[src/rtl/switch_conditioner.sv]
// Four-channel push-button conditioner: 2-flop synchroniser, per-channel debounce,
// registered press/release pulses. Optional auto-repeat under SWITCH_AUTOREPEAT_EN.
module switch_conditioner #(
  parameter int DEBOUNCE_CYCLES = 250000,
  parameter int REPEAT_DELAY    = 6250000,
  parameter int REPEAT_PERIOD   = 1250000
) (
  input  logic       i_Clk,
  input  logic       i_Rst_L,
  input  logic [3:0] i_Switch,
  output logic [3:0] o_Switch_Level,
  output logic [3:0] o_Press_Pulse,
  output logic [3:0] o_Release_Pulse,
  output logic [3:0] o_Repeat_Pulse,
  output logic       o_Any_Press
);

  localparam int CNT_W = $clog2(DEBOUNCE_CYCLES + 1);
  localparam logic [CNT_W-1:0] CNT_LAST = CNT_W'(DEBOUNCE_CYCLES - 1);

  if (DEBOUNCE_CYCLES < 1 || REPEAT_DELAY < 1 || REPEAT_PERIOD < 1) begin : g_bad_cfg
  end

  logic [3:0]       sync_p0;
  logic [3:0]       sync_p1;
  logic [CNT_W-1:0] dbc_cnt [4];
  logic [3:0]       stable;
  logic [3:0]       press_p2;
  logic [3:0]       release_p2;
  logic             any_p2;
  logic [3:0]       accept;

  // Stage p0/p1: synchroniser into i_Clk
  always_ff @(posedge i_Clk or negedge i_Rst_L) begin
    if (!i_Rst_L) begin
      sync_p0 <= '0;
      sync_p1 <= '0;
    end else begin
      sync_p0 <= i_Switch;
      sync_p1 <= sync_p0;
    end
  end

  always_comb begin
    accept = '0;
    for (int i = 0; i < 4; i++) begin
      accept[i] = (sync_p1[i] != stable[i]) && (dbc_cnt[i] == CNT_LAST);
    end
  end

  // Stage p2: debounce counters, accepted level and edge pulses
  always_ff @(posedge i_Clk or negedge i_Rst_L) begin
    if (!i_Rst_L) begin
      for (int i = 0; i < 4; i++) begin
        dbc_cnt[i] <= '0;
      end
      stable     <= '0;
      press_p2   <= '0;
      release_p2 <= '0;
      any_p2     <= 1'b0;
    end else begin
      for (int i = 0; i < 4; i++) begin
        if (sync_p1[i] != stable[i]) begin
          if (accept[i]) begin
            stable[i]  <= sync_p1[i];
            dbc_cnt[i] <= '0;
          end else begin
            dbc_cnt[i] <= dbc_cnt[i] + CNT_W'(1);
          end
        end else begin
          dbc_cnt[i] <= '0;
        end
      end
      press_p2   <= accept & sync_p1;
      release_p2 <= accept & ~sync_p1;
      any_p2     <= |(accept & sync_p1);
    end
  end

  assign o_Switch_Level  = stable;
  assign o_Press_Pulse   = press_p2;
  assign o_Release_Pulse = release_p2;
  assign o_Any_Press     = any_p2;

`ifdef SWITCH_AUTOREPEAT_EN
  localparam int RPT_MAX = (REPEAT_DELAY > REPEAT_PERIOD) ? REPEAT_DELAY : REPEAT_PERIOD;
  localparam int RPT_W   = $clog2(RPT_MAX + 1);
  localparam logic [RPT_W-1:0] RPT_FIRST_LAST = RPT_W'(REPEAT_DELAY - 1);
  localparam logic [RPT_W-1:0] RPT_NEXT_LAST  = RPT_W'(REPEAT_PERIOD - 1);

  logic [RPT_W-1:0] rpt_cnt [4];
  logic [3:0]       rpt_first;
  logic [3:0]       rpt_p2;

  // Stage p2: repeat timers run only while the accepted level holds at 1;
  // a release accepted this cycle takes the clearing branch.
  always_ff @(posedge i_Clk or negedge i_Rst_L) begin
    if (!i_Rst_L) begin
      for (int i = 0; i < 4; i++) begin
        rpt_cnt[i] <= '0;
      end
      rpt_first <= '0;
      rpt_p2    <= '0;
    end else begin
      for (int i = 0; i < 4; i++) begin
        if (accept[i] && sync_p1[i]) begin
          rpt_cnt[i]   <= '0;
          rpt_first[i] <= 1'b1;
          rpt_p2[i]    <= 1'b1;
        end else if (stable[i] && !accept[i]) begin
          if (rpt_cnt[i] == (rpt_first[i] ? RPT_FIRST_LAST : RPT_NEXT_LAST)) begin
            rpt_cnt[i]   <= '0;
            rpt_first[i] <= 1'b0;
            rpt_p2[i]    <= 1'b1;
          end else begin
            rpt_cnt[i] <= rpt_cnt[i] + RPT_W'(1);
            rpt_p2[i]  <= 1'b0;
          end
        end else begin
          rpt_cnt[i]   <= '0;
          rpt_first[i] <= 1'b0;
          rpt_p2[i]    <= 1'b0;
        end
      end
    end
  end

  assign o_Repeat_Pulse = rpt_p2;
`else
  assign o_Repeat_Pulse = press_p2;
`endif

endmodule

[config.mk]
export PLATFORM = sky130hd
export DESIGN_NAME = switch_conditioner
export DESIGN_NICKNAME = d
export VERILOG_FILES = /design/src/rtl/switch_conditioner.sv
export SDC_FILE = /design/constraint.sdc
export NUM_CORES = 1
export LEC_CHECK = 0
export CAP_MARGIN = 20
export CORE_ASPECT_RATIO = 0.75
export CORE_UTILIZATION = 54
export DETAILED_ROUTE_END_ITERATION = 8
export PLACE_DENSITY = 0.83
export SLEW_MARGIN = 20
export SYNTH_ARGS = -nofsm -noshare
export SYNTH_HDL_FRONTEND = slang
export SYNTH_SLANG_ARGS = --single-unit
[constraint.sdc]
create_clock -name i_Clk -period 1.72 [get_ports i_Clk]
set_input_delay 0.258 -clock i_Clk [delete_from_list [all_inputs] [get_ports i_Clk]]
set_output_delay 0.258 -clock i_Clk [all_outputs]
set_load 0.05 [all_outputs]
==> key figures <==
Pwr
  • VDD IR max: 414 uV
  • Sw Share: 23.3%
  • Power density cells: 742 nW/um^2
  • Sw Pwr: 0.000911 W
  • Leak: 2.21 nW
  • Part of the power in registers: 57.5%
  • Comb power frac: 4.7%
  • Internal: 0.00300 W
  • Clock group share of total power: 37.8%

Synthesis
  • Post-synth top area share: 53.5%
  • Synthesized cell area: 4350 sq um
  • Fraction of registers with async set or reset after synthesis: 100%
  • Count of cell types in the netlist: 39
  • Syn_nets: 431
  • Post-synth EDFFs: 0
  • Synth Instances: 421
  • Most common cell in the netlist: dfrtp_1
  • Synth warn: 0
  • Synth top cells by count: 93 x dfrtp_1, 80 x nor2_1, 46 x xnor2_1
  • Largest cells by area after synthesis: dfrtp_1 53%, xnor2_1 9.3%, nor2_1 6.9%
  • Syn Area/Cell: 10.3 sq um
  • Area leader, netlist: dfrtp_1
  • Synth Flop Type: dfrtp_1
  • FF+latch count, synth: 93
  • Register area share after synthesis: 53.5%

Critical path
  • Critical R2R Launch: dbc_cnt[63]$_DFF_PN0_
  • R2R cell count: 4
  • Worst reg2reg endpoint: o_Switch_Level[0]$_DFFE_PN0P_
  • Worst setup SP type: flip-flop
  • Crit path max fanout: 3
  • Worst Path Required: 1.98 ns
  • WS Path Type: reg -> reg
  • Crit path DAT: 2.08 ns
  • Crit path capture type: flip-flop
  • Reg-to-reg slack, setup: -0.09 ns

Clock tree
  • Worst skew pair latency: 0.37 ns
  • Clock slew at reported path FFs: 0.09 ns
  • Num CTS Buffers: 9
  • Clk sinks: 93
  • CTS tree: built
  • Root buf cell: clkbuf_8
  • Clock Path Buffers: 2
  • H-tree levels: 3

Die
  • Core Box Area: 7570 sq um
  • Ports: 23
  • Initial Utilization: 57.5%
  • # rows: 27
  • Total Die Area: 8430 sq um
  • Die width: 106 microns
  • Die Y: 79.8 microns

Cells and area
  • Diodes inserted: 0
  • Total Nets Final: 496
  • Area grow syn2layout: 21.1%
  • Share of cells above drive strength 1: 22.4%
  • Finished Layout Cells: 592
  • Fin area: 5270 sq um

Detailed routing
  • DR vias: 3357
  • Wire length per cell: 14.8 microns
  • Initial drt markers: 170
  • DRC errors left: 0
  • Detailed Routing Iterations Pass 1: 4
  • Post-Route WL: 8.75 mm
  • DRT antenna net count: 0
  • Vias/cell: 5.67

GRT
  • GR Util All Layers: 22.1%
  • First-pass GRT wire length: 14.3 mm
  • Largest net degree at the start of global routing: 31
  • Initial antenna violation count: 0
  • Vias in the first global route: 3039
  • GR Overflow Total: 0

Timing
  • Slew @ Worst Pin: 0.544 ns
  • Clock Skews: 0.00432 ns
  • Final setup vio count: 20
  • Relative slew slack: 63.4%
  • Min Clock Period, post-route: 1.81 ns
  • Fin Setup TNS: -1.12 ns
  • PnR worst setup slack: -0.0944 ns
  • Max Fclk: 0.551 GHz
  • RSZ-0062 raised after global routing: yes
  • Max-slew violation count: 0
  • Fin crit share: 105%
  • Hold WS: 0.319 ns
  • Hold Violations, Final: 0

Place
  • Placed cells: 572
  • I/O Buffers: 22
  • Placed instance area: 4930 sq um
  • Detailed placement HPWL: 5.96 mm
  • RD Place Congestion: 0.833

Hold path
  • Hold Crit Class: in -> reg
  • Hold Crit Start: i_Switch[1]
  • Worst Hold End: sync_p0[1]$_DFF_PN0_
  • Hold path depth: 1

Run status
  • Status: complete, but fails checks
  • Violated checks: setup timing

Flow run
  • Max_cap viols: 0
[metrics by stage]
step	util, %	worst slack, ns	total power, W
3_3_place_gp	65.1	-0.0895	0.00246
5_1_grt	69.6	-0.133	0.00407
6_report	69.6	-0.0944	0.00391
4_1_cts	68.0	-0.143	0.00394
2_1_floorplan	-	-0.112	0.00235
3_5_place_dp	65.1	-0.122	0.00247
[power groups by stage]
| stage | clock network, W | logic, W | registers [W] |
|---|---|---|---|
| 2_1_floorplan | 0 | 0.0000686 | 0.00229 |
| 3_3_place_gp | 0 | 0.000175 | 0.00228 |
| 3_5_place_dp | 0 | 0.000181 | 0.00229 |
| 4_1_cts | 0.00151 | 0.000184 | 0.00224 |
| 5_1_grt | 0.00161 | 0.000212 | 0.00225 |
| 6_report | 0.00148 | 0.000185 | 0.00225 |
[layout by cell type, fill, tap and decap left out, drive strengths merged, types with 2 or more instances in the layout]
cell type and n:
clkdlybuf4s50 4, inv 12, nor4 23, or4b 2
xnor2 46, nand3 22, nand4b 6, nor4b 4
or4 3, or3 3, clkbuf 10, buf 58
nand2 21, nor2b 2, dfrtp 93, a21oi 7
nor2 80, xor2 15, clkinvlp 3, dlygate4sd2 3
nand4 21, clkinv 2, and4 4, mux2 4
o21ai 9, ha 4, o41ai 2, and3 9
nor3 13
[area by class of cell]
type                            instances  area (sq um)
Sequential cell                        93          2330
Tap cell                              101           126
Clock buffer                           10           138
Multi-Input combinational cell        304          2030
Clock inverter                          6          62.6
Timing Repair Buffer                   66           537
Inverter                               12          45.0
Fill cell                             574          2300
[routing by layer]
| metal | track usage, % | wire length, microns | up-vias |
|---|---|---|---|
| met4 | 6.25 | 85 | 0 |
| met3 | 7.10 | 417 | 10 |
| met1 | 29.6 | 4100 | 1671 |
| met2 | 34.6 | 4150 | 72 |
| li1 | - | - | 1604 |
| met5 | 0 | 0 | - |
[what timing repair did]
item                                    CTS  global route
hold buffers                              1             0
endpoints found under the hold margin    23             0
endpoints found under the setup margin   23            57
pin swaps                                 1             9
cloned                                    0             0
gates resized for setup                   5            22
setup buffers                             0             3
[sequential cells by signal, indices dropped and copies added, names as in the netlist]
name             count
dbc_cnt             72
o_Press_Pulse        4
o_Release_Pulse      4
o_Switch_Level       4
sync_p0              4
sync_p1              4
o_Any_Press          1
[how the worst max path moves through the flow]
stage,start,to,depth (start not counted)
3_5_place_dp,dbc_cnt[63]$_DFF_PN0_,o_Switch_Level[0]$_DFFE_PN0P_,4
6_report,dbc_cnt[63]$_DFF_PN0_,o_Switch_Level[0]$_DFFE_PN0P_,4
3_3_place_gp,dbc_cnt[63]$_DFF_PN0_,o_Switch_Level[0]$_DFFE_PN0P_,4
2_1_floorplan,dbc_cnt[63]$_DFF_PN0_,o_Switch_Level[0]$_DFFE_PN0P_,4
5_1_grt,dbc_cnt[63]$_DFF_PN0_,o_Switch_Level[0]$_DFFE_PN0P_,4
4_1_cts,dbc_cnt[63]$_DFF_PN0_,o_Switch_Level[0]$_DFFE_PN0P_,4
[worst max-delay path: stages (launching register included)]
cell and delay (ns):
dfrtp_1 0.38, or4b_1 0.52, or3_4 0.39, nor2_4 0.11
mux2_4 0.30
[logic make-up after synthesis]
group	synth area share (%)
simple gates	26.7
flops	53.5
xor+xnor	12.3
buf+inv	2.82
compound gates	2.59
mux	1.03
fa+ha+maj	1.15
Note: power is estimated with default switching activity, not from simulation.
